## src/rtl/alarm_pkg.sv

```systemverilog
// alarm_pkg: shared state encoding and BCD time width for the alarm controller
package alarm_pkg;
    typedef enum logic [1:0] {
        IDLE    = 2'd0,
        RINGING = 2'd1,
        SNOOZE  = 2'd2
    } state_t;
    localparam int TIME_W = 16;
endpackage

```

## src/rtl/alarm_countdown.sv

```systemverilog
// alarm_countdown: loadable, tick-enabled down-counter that saturates at zero and flags the final tick
module alarm_countdown #(
    parameter int W = 8
) (
    input  logic         clk,
    input  logic         reset_n,
    input  logic         load,
    input  logic [W-1:0] load_val,
    input  logic         tick,
    output logic         expired
);
    logic [W-1:0] cnt;
    assign expired = tick && (cnt == W'(1));
    always_ff @(posedge clk or negedge reset_n) begin
        if (!reset_n)
            cnt <= '0;
        else if (load)
            cnt <= load_val;
        else if (tick && cnt != '0)
            cnt <= cnt - W'(1);
    end
endmodule

```

## src/rtl/alarm_controller.sv

```systemverilog
// alarm_controller: alarm trigger, ring timeout and snooze FSM; snooze support is built only when ALARM_SNOOZE_EN is defined
module alarm_controller
    import alarm_pkg::*;
#(
    parameter int RING_SECS   = 60,
    parameter int SNOOZE_MINS = 5,
    parameter int MAX_SNOOZE  = 3
) (
    input  logic              clk,
    input  logic              reset_n,
    input  logic [TIME_W-1:0] current_time,
    input  logic [TIME_W-1:0] alarm_time,
    input  logic              alarm_enable,
    input  logic              sec_tick,
    input  logic              min_tick,
    input  logic              stop_alarm,
    input  logic              snooze_req,
    output logic              alarm_ring,
    output logic              snooze_active,
    output logic [2:0]        snooze_count
);
`ifdef ALARM_SNOOZE_EN
    localparam bit SNZ = 1'b1;
`else
    localparam bit SNZ = 1'b0;
`endif
    state_t state, nxt;
    logic match, match_q, armed, trig, snz_ok, ring_exp, snz_exp, ring_load, snz_load;
    // armed blocks a trigger on the first clock after reset so a standing match is not taken as a new edge
    assign match     = alarm_enable && (current_time == alarm_time);
    assign trig      = match && !match_q && armed;
    assign snz_ok    = SNZ && snooze_req && (snooze_count < 3'(MAX_SNOOZE));
    assign ring_load = (nxt == RINGING) && (state != RINGING);
    assign snz_load  = (nxt == SNOOZE) && (state == RINGING);
    always_comb begin
        nxt = state;
        if (!alarm_enable)
            nxt = IDLE;
        else
            case (state)
                IDLE:    nxt = trig ? RINGING : IDLE;
                RINGING: nxt = stop_alarm ? IDLE : snz_ok ? SNOOZE : ring_exp ? IDLE : RINGING;
                SNOOZE:  nxt = stop_alarm ? IDLE : snz_exp ? RINGING : SNOOZE;
                default: nxt = IDLE;
            endcase
    end
    alarm_countdown #(.W(8)) u_ring (
        .clk      (clk),
        .reset_n  (reset_n),
        .load     (ring_load),
        .load_val (8'(RING_SECS)),
        .tick     (sec_tick && state == RINGING),
        .expired  (ring_exp)
    );
    // without ALARM_SNOOZE_EN the load and tick are constant zero, so this counter folds away
    alarm_countdown #(.W(4)) u_snooze (
        .clk      (clk),
        .reset_n  (reset_n),
        .load     (snz_load),
        .load_val (4'(SNOOZE_MINS)),
        .tick     (SNZ && min_tick && state == SNOOZE),
        .expired  (snz_exp)
    );
    always_ff @(posedge clk or negedge reset_n) begin
        if (!reset_n) begin
            state         <= IDLE;
            match_q       <= 1'b0;
            armed         <= 1'b0;
            alarm_ring    <= 1'b0;
            snooze_active <= 1'b0;
            snooze_count  <= '0;
        end else begin
            state         <= nxt;
            match_q       <= match;
            armed         <= 1'b1;
            alarm_ring    <= nxt == RINGING;
            snooze_active <= SNZ && nxt == SNOOZE;
            snooze_count  <= (state == IDLE && nxt == RINGING) ? '0 :
                             snz_load ? snooze_count + 3'd1 : snooze_count;
        end
    end
endmodule

```

## config.mk

```make
export PLATFORM = sky130hd
export DESIGN_NAME = alarm_controller
export DESIGN_NICKNAME = d
export VERILOG_FILES = /design/src/rtl/alarm_pkg.sv /design/src/rtl/alarm_countdown.sv /design/src/rtl/alarm_controller.sv
export SDC_FILE = /design/constraint.sdc
export NUM_CORES = 1
export LEC_CHECK = 0
export CORE_MARGIN = 2
export CORE_UTILIZATION = 30
export CTS_CLUSTER_SIZE = 20
export DETAILED_ROUTE_END_ITERATION = 7
export PLACE_DENSITY = 0.67
export SLEW_MARGIN = 20
export SYNTH_ARGS = -nofsm -noshare
export SYNTH_HDL_FRONTEND = slang
export SYNTH_HIERARCHICAL = 1
export SYNTH_SLANG_ARGS = --single-unit
```

## constraint.sdc

```tcl
create_clock -name clk -period 4.3 [get_ports clk]
set_input_delay 0.645 -clock clk [delete_from_list [all_inputs] [get_ports clk]]
set_output_delay 0.645 -clock clk [all_outputs]
set_load 0.01 [all_outputs]
```

=== Yosys cells after proc, flatten, opt, wreduce, memory -nomap -nowiden ===
Cells that the tools add are included.

* Multiply operators: 0
* Eq/ne operators: 7
* Bitwise operators: 0
* Shift-type cells: 0
* Reduce and logical (&&, ||, !) cells: 14
* Multiplexer cells: 10
* Add/subtract/negate cells: 2
* Divide/modulo/power cells: 0
* $lt $le $gt $ge: 0

{| class="wikitable"
|+ Operators by type and width
! operator !! count
|-
| equality test 16 bit || 1
|-
| two-way mux 8 bit || 2
|-
| logical AND 1 bit || 9
|-
| equality test 8 x 1 -> 1 bit, second input constant || 1
|-
| nonzero test 8 bit || 1
|-
| subtractor 8 x 1 -> 8 bit, second input constant || 1
|-
| two-way mux 3 bit || 2
|-
| one-hot mux 2 bit (3 select lines) || 1
|-
| equality test 2 x 1 -> 1 bit, second input constant || 2
|-
| equality test 2 bit, second input constant || 2
|-
| two-way mux 2 bit || 2
|-
| nonzero test 2 bit || 2
|-
| adder 3 x 1 -> 3 bit, second input constant || 1
|-
| two-way mux 1 bit || 3
|-
| zero test 2 bit || 1
|-
| != test 2 x 1 -> 1 bit, second input constant || 1
|-
| zero test 1 bit || 1
|}

* Bits in writable memories: 0
* Latch bits: 0
* Register bits after elaboration: 16
* Memories: 0
* Input bits: 39
* Output and inout bits: 5
* Word-level logic and storage cells: 39
* ROM bits: 0

=== Depth between registers and ports, before layout ===
* Depth in word-level cells: 11
* Depth in mapped cells: 13
* Mapped depth without buffers: 11

=== Modules after synthesis ===
The synthesis kept the hierarchy.

{| class="wikitable"
|+ Modules (own cells, without submodules)
! module !! times used !! cells an instance !! sequential area each (µm²) !! area each (µm²)
|-
| alarm_countdown at u_ring || 1 || 64 || 200.2 || 570.5
|-
| alarm_controller || 1 || 54 || 200.2 || 520.5
|-
| alarm_countdown at u_snooze || 1 || 30 || 100.1 || 266.5
|}

=== Least setup slack after synthesis ===
No wires, ideal clock.

* Path kind: input to register
* From: input alarm_time[9]
* To: register u_ring.cnt[0]
* Path slack: 1,844 ps
* Library setup time: 131 ps
* Data required time: 4,169 ps
* Stages: 9
* Data arrival time: 2,325 ps
* Path buffers: 1
* Cell sequence: xnor2_1 -> nand3_1 -> or4_1 -> nand3b_4 -> a21oi_1 -> clkbuf_1 -> nor3b_1 -> a21oi_1 -> nand3_1

* Word-level cells in the longest chain between the ends: 10
* Elaborated cells between the ends (all ways): 11
* Classes of those cells: eq/ne: 2; mux: 4; reduce/logical: 5

{| class="wikitable"
|+ RTL lines
! element !! line !! text
|-
| from (decl) || alarm_controller.sv:12 || <nowiki>input logic [TIME_W-1:0] alarm_time,</nowiki>
|-
| equality test 16 bit (*) || alarm_controller.sv:30 || <nowiki>assign match = alarm_enable && (current_time == alarm_time);</nowiki>
|-
| logical AND 1 bit (*) || alarm_controller.sv:30 ||
|-
| logical AND 1 bit (*) (2 in series) || alarm_controller.sv:31 || <nowiki>assign trig = match && !match_q && armed;</nowiki>
|-
| two-way mux 1 bit (*) || alarm_controller.sv:41 || <nowiki>IDLE: nxt = trig ? RINGING : IDLE;</nowiki>
|-
| one-hot mux 2 bit (3 select lines) (*) || alarm_controller.sv:40 || <nowiki>case (state)</nowiki>
|-
| two-way mux 2 bit (*) || alarm_controller.sv:37 || <nowiki>if (!alarm_enable)</nowiki>
|-
| equality test 2 x 1 -> 1 bit (*) || alarm_controller.sv:33 || <nowiki>assign ring_load = (nxt == RINGING) && (state != RINGING);</nowiki>
|-
| logical AND 1 bit (*) || alarm_controller.sv:33 ||
|-
| via ring_load || alarm_controller.sv:28 || <nowiki>logic match, match_q, armed, trig, snz_ok, ring_exp, snz_exp, ring_load, snz_load;</nowiki>
|-
| two-way mux 8 bit / nonzero test 2 bit (equally long branches) || -- ||
|-
| to (signal assigned) || alarm_countdown.sv:18 || <nowiki>cnt <= load_val;</nowiki>
|-
| to (signal assigned) || alarm_countdown.sv:20 || <nowiki>cnt <= cnt - W'(1);</nowiki>
|-
| to (decl) || alarm_countdown.sv:12 || <nowiki>logic [W-1:0] cnt;</nowiki>
|}

Mark *: on every way through the listed nets, which the timed path passes. The rest lies on a longest branch.
A chain may end at the register's enable or synchronous reset.

=== Worst setup path after layout ===
* From: input alarm_time[9]
* To: register u_ring.cnt[6]

The elaborated chain is that of the path after synthesis.

==> results.txt <==
Status: finished, final reports clean
Number of synthesized register bits: 20
Hold Path Stages: 1
R2R Setup Slk: 1.90 ns
# DRC: 0
Post-DP HPWL: 2240 um
Power per cell area: 223 nW/um2
WS Path Type: in -> reg
Fill cells: 411
Lkg Pwr: 0.816 nW
CP startpoint kind: input pin
Synth async-reset ratio: 1.00
Final min period: 2.86 ns
RSZ-0062 raised after global routing: false
Initial Util: 0.312
CTS buffer count: 3
R2R depth: 12
Hold Startpoint: snooze_count[2]
Die ar.: 5080 um2
Final period utilization: 0.664
Hold crit path type: reg -> reg
Crit path arrival time: 3.00 ns
Synthesized area: 1360 um2
Fin. max-slew vios: 0
Area Growth Syn to Fin: 45.1%
Latest clock arrival within the worst-skew pair: 0.26 ns
Core Util, Final: 0.452
Reg area: 500 um2
Yosys warning total: 6
Area of the multi-input gates: 885 um2
Final setup vio count: 0
Critical path peak fanout: 7
Die X-Extent: 71.3 um
Hold buffer count at cts: 0
Worst r2r src: state[0]
Clock Sinks: 20
Clock Skew: 0.00162 ns
Setup_tns: 0 ns
Via-to-Cell Ratio: 4.69
CTS Root Cell: clkbuf_8
Endpoint class of the critical path: flop
IO buf count: 40
Hold Fails Final Rpt: 0
Initial drt markers: 52
Synthesized area per cell: 9.17 um2
Ant. Diodes: 0
Post-synth EDFFs: 0
Clk slew on worst S/H paths: 0.07 ns
Setup Buffers After CTS: 0
Io pins: 44
Worst relative slew slack: 0.391
Row cnt: 24
Sequential-to-total area share from yosys stat: 0.369
# Max-Cap Violations: 0
First-pass GRT wire length: 5160 um
Syn Inst Count: 148
Core area: 4350 um2
Tightest Pin Transition: 0.911 ns
Max Freq: 0.350 GHz
Layout cells sized above 1: 0.0605
Gpl congestion: 0.793
Yosys cell types: 47
DRT antenna net count: 0
Total wire length: 2830 um
Clock buffer depth: 2
Via count: 1252
Htree depth: 1
Worst VDD drop: 0.121 mV
CTS resizes: 0
Initial antenna violation count: 0
CTS tree: yes
Total grt overflow: 0
Height of the die: 71.3 um
DRT Pass-1 Iters: 4
WL/cell: 10.6 um
Hold worst-path end: snooze_count[2]
Number of global-route vias before repair: 1226
Primary FF master, synth: dfrtp_1
GRT Total Usage: 0.124
NumNets Final: 259
Largest net degree at the start of global routing: 21
FF-to-FF End: u_ring/cnt[6]
Required time of the critical path: 4.45 ns
==> state kept, by name (all words and copies together), names as in the netlist <==
name / flops
u_ring/cnt: 8
match_q: 1
state: 2
u_snooze/cnt: 4
snooze_count: 3
alarm_ring: 1
armed: 1
==> worst max-delay path by stage <==
stage                                from             to
final                       alarm_time[9]  u_ring/cnt[6]
after global routing      current_time[9]  u_ring/cnt[0]
after CTS                 current_time[9]  u_ring/cnt[6]
after detailed placement  current_time[9]  u_ring/cnt[0]
after global placement      alarm_time[0]  u_ring/cnt[6]
after floorplan             alarm_time[9]  u_ring/cnt[0]
==> metal layers <==
| metal | share of wire | wire length, um | global-route usage |
|---|---|---|---|
| met5 | 0 | 0 | 0 |
| met3 | 0.036 | 102 | 0.0309 |
| met1 | 0.46 | 1290 | 0.155 |
| met4 | 0.0060 | 17 | 0.0231 |
| met2 | 0.50 | 1420 | 0.217 |
==> worst max-delay path: stages <==
cell and delay, ns:
clkdlybuf4s50_1 0.47, xnor2_1 0.12, nand3_1 0.09, or4_1 0.49, nand3b_4 0.20, a21oi_1 0.47
inv_1 0.11, o311a_1 0.15, a221o_1 0.26
==> cells in the mapped netlist, types with 4 or more instances <==
cell type  number  share of area
nand3_1         6          0.022
nor2_1          5          0.014
nor3_1          5          0.018
or4_1           4          0.022
inv_1          10          0.028
nand2_1        11          0.030
ha_1            4          0.037
xnor2_1        12          0.077
nor3b_1         7          0.039
a21oi_1         8          0.029
dfrtp_1        20           0.37
nand4_1         4          0.018
==> final cells by class <==
cell class / instances / share of cell area
multi-input cells: 137 / 0.449
flip-flops and latches: 20 / 0.254
repair buffers: 43 / 0.215
well taps: 52 / 0.0330
clock buffers: 4 / 0.0280
inverters: 11 / 0.0210
==> placed cells by master (no fill, tap or decap), drive strengths merged, types with 2 or more instances in the layout <==
master | Yosys | layout
inv | 11 | 11
nor4 | 2 | 2
ha | 4 | 4
nand3 | 6 | 6
nand2 | 11 | 11
nor2 | 5 | 5
dfrtp | 20 | 20
conb | 2 | 27
clkbuf | 2 | 4
nor3 | 5 | 5
nor4b | 4 | 4
o41ai | 2 | 2
nor3b | 7 | 7
a31oi | 3 | 3
a2bb2oi | 2 | 2
nand4 | 4 | 4
and2 | 3 | 3
or4 | 4 | 4
o211ai | 3 | 3
a221o | 3 | 3
buf | 3 | 3
o21ai | 2 | 2
clkdlybuf4s50 | 0 | 40
xnor2 | 12 | 12
a211o | 2 | 2
a21oi | 8 | 8
==> stage by stage <==
step	setup slack (ns)	cell area (um2)	power [W]	std cells	hold WS, ns
2_1_floorplan	1.84	1450	0.000251	173	0.349
3_3_place_gp	1.16	1910	0.000297	263	0.472
3_5_place_dp	1.15	1910	0.000298	263	0.471
4_1_cts	1.42	1970	0.000446	267	0.499
5_1_grt	1.18	1970	0.000468	267	0.531
6_report	1.44	1970	0.000439	267	0.494
==> power breakdown <==
part           switching [W]   total, W  internal [W]
registers         0.00000925   0.000204      0.000195
logic              0.0000357  0.0000895     0.0000538
clock network      0.0000630   0.000145     0.0000816
total               0.000108   0.000439      0.000331
==> kinds of logic after synthesis <==
logic type	after synthesis	synth area share
and+or+nand+nor	62	0.291
AOI/OAI and AO/OA	31	0.165
DFF	20	0.369
buffers and inverters	16	0.0489
xor gates and xnor gates	13	0.0839
adders and majority gates	4	0.0369
other	2	0.00553
No activity file was read; power rests on OpenSTA's default activity.
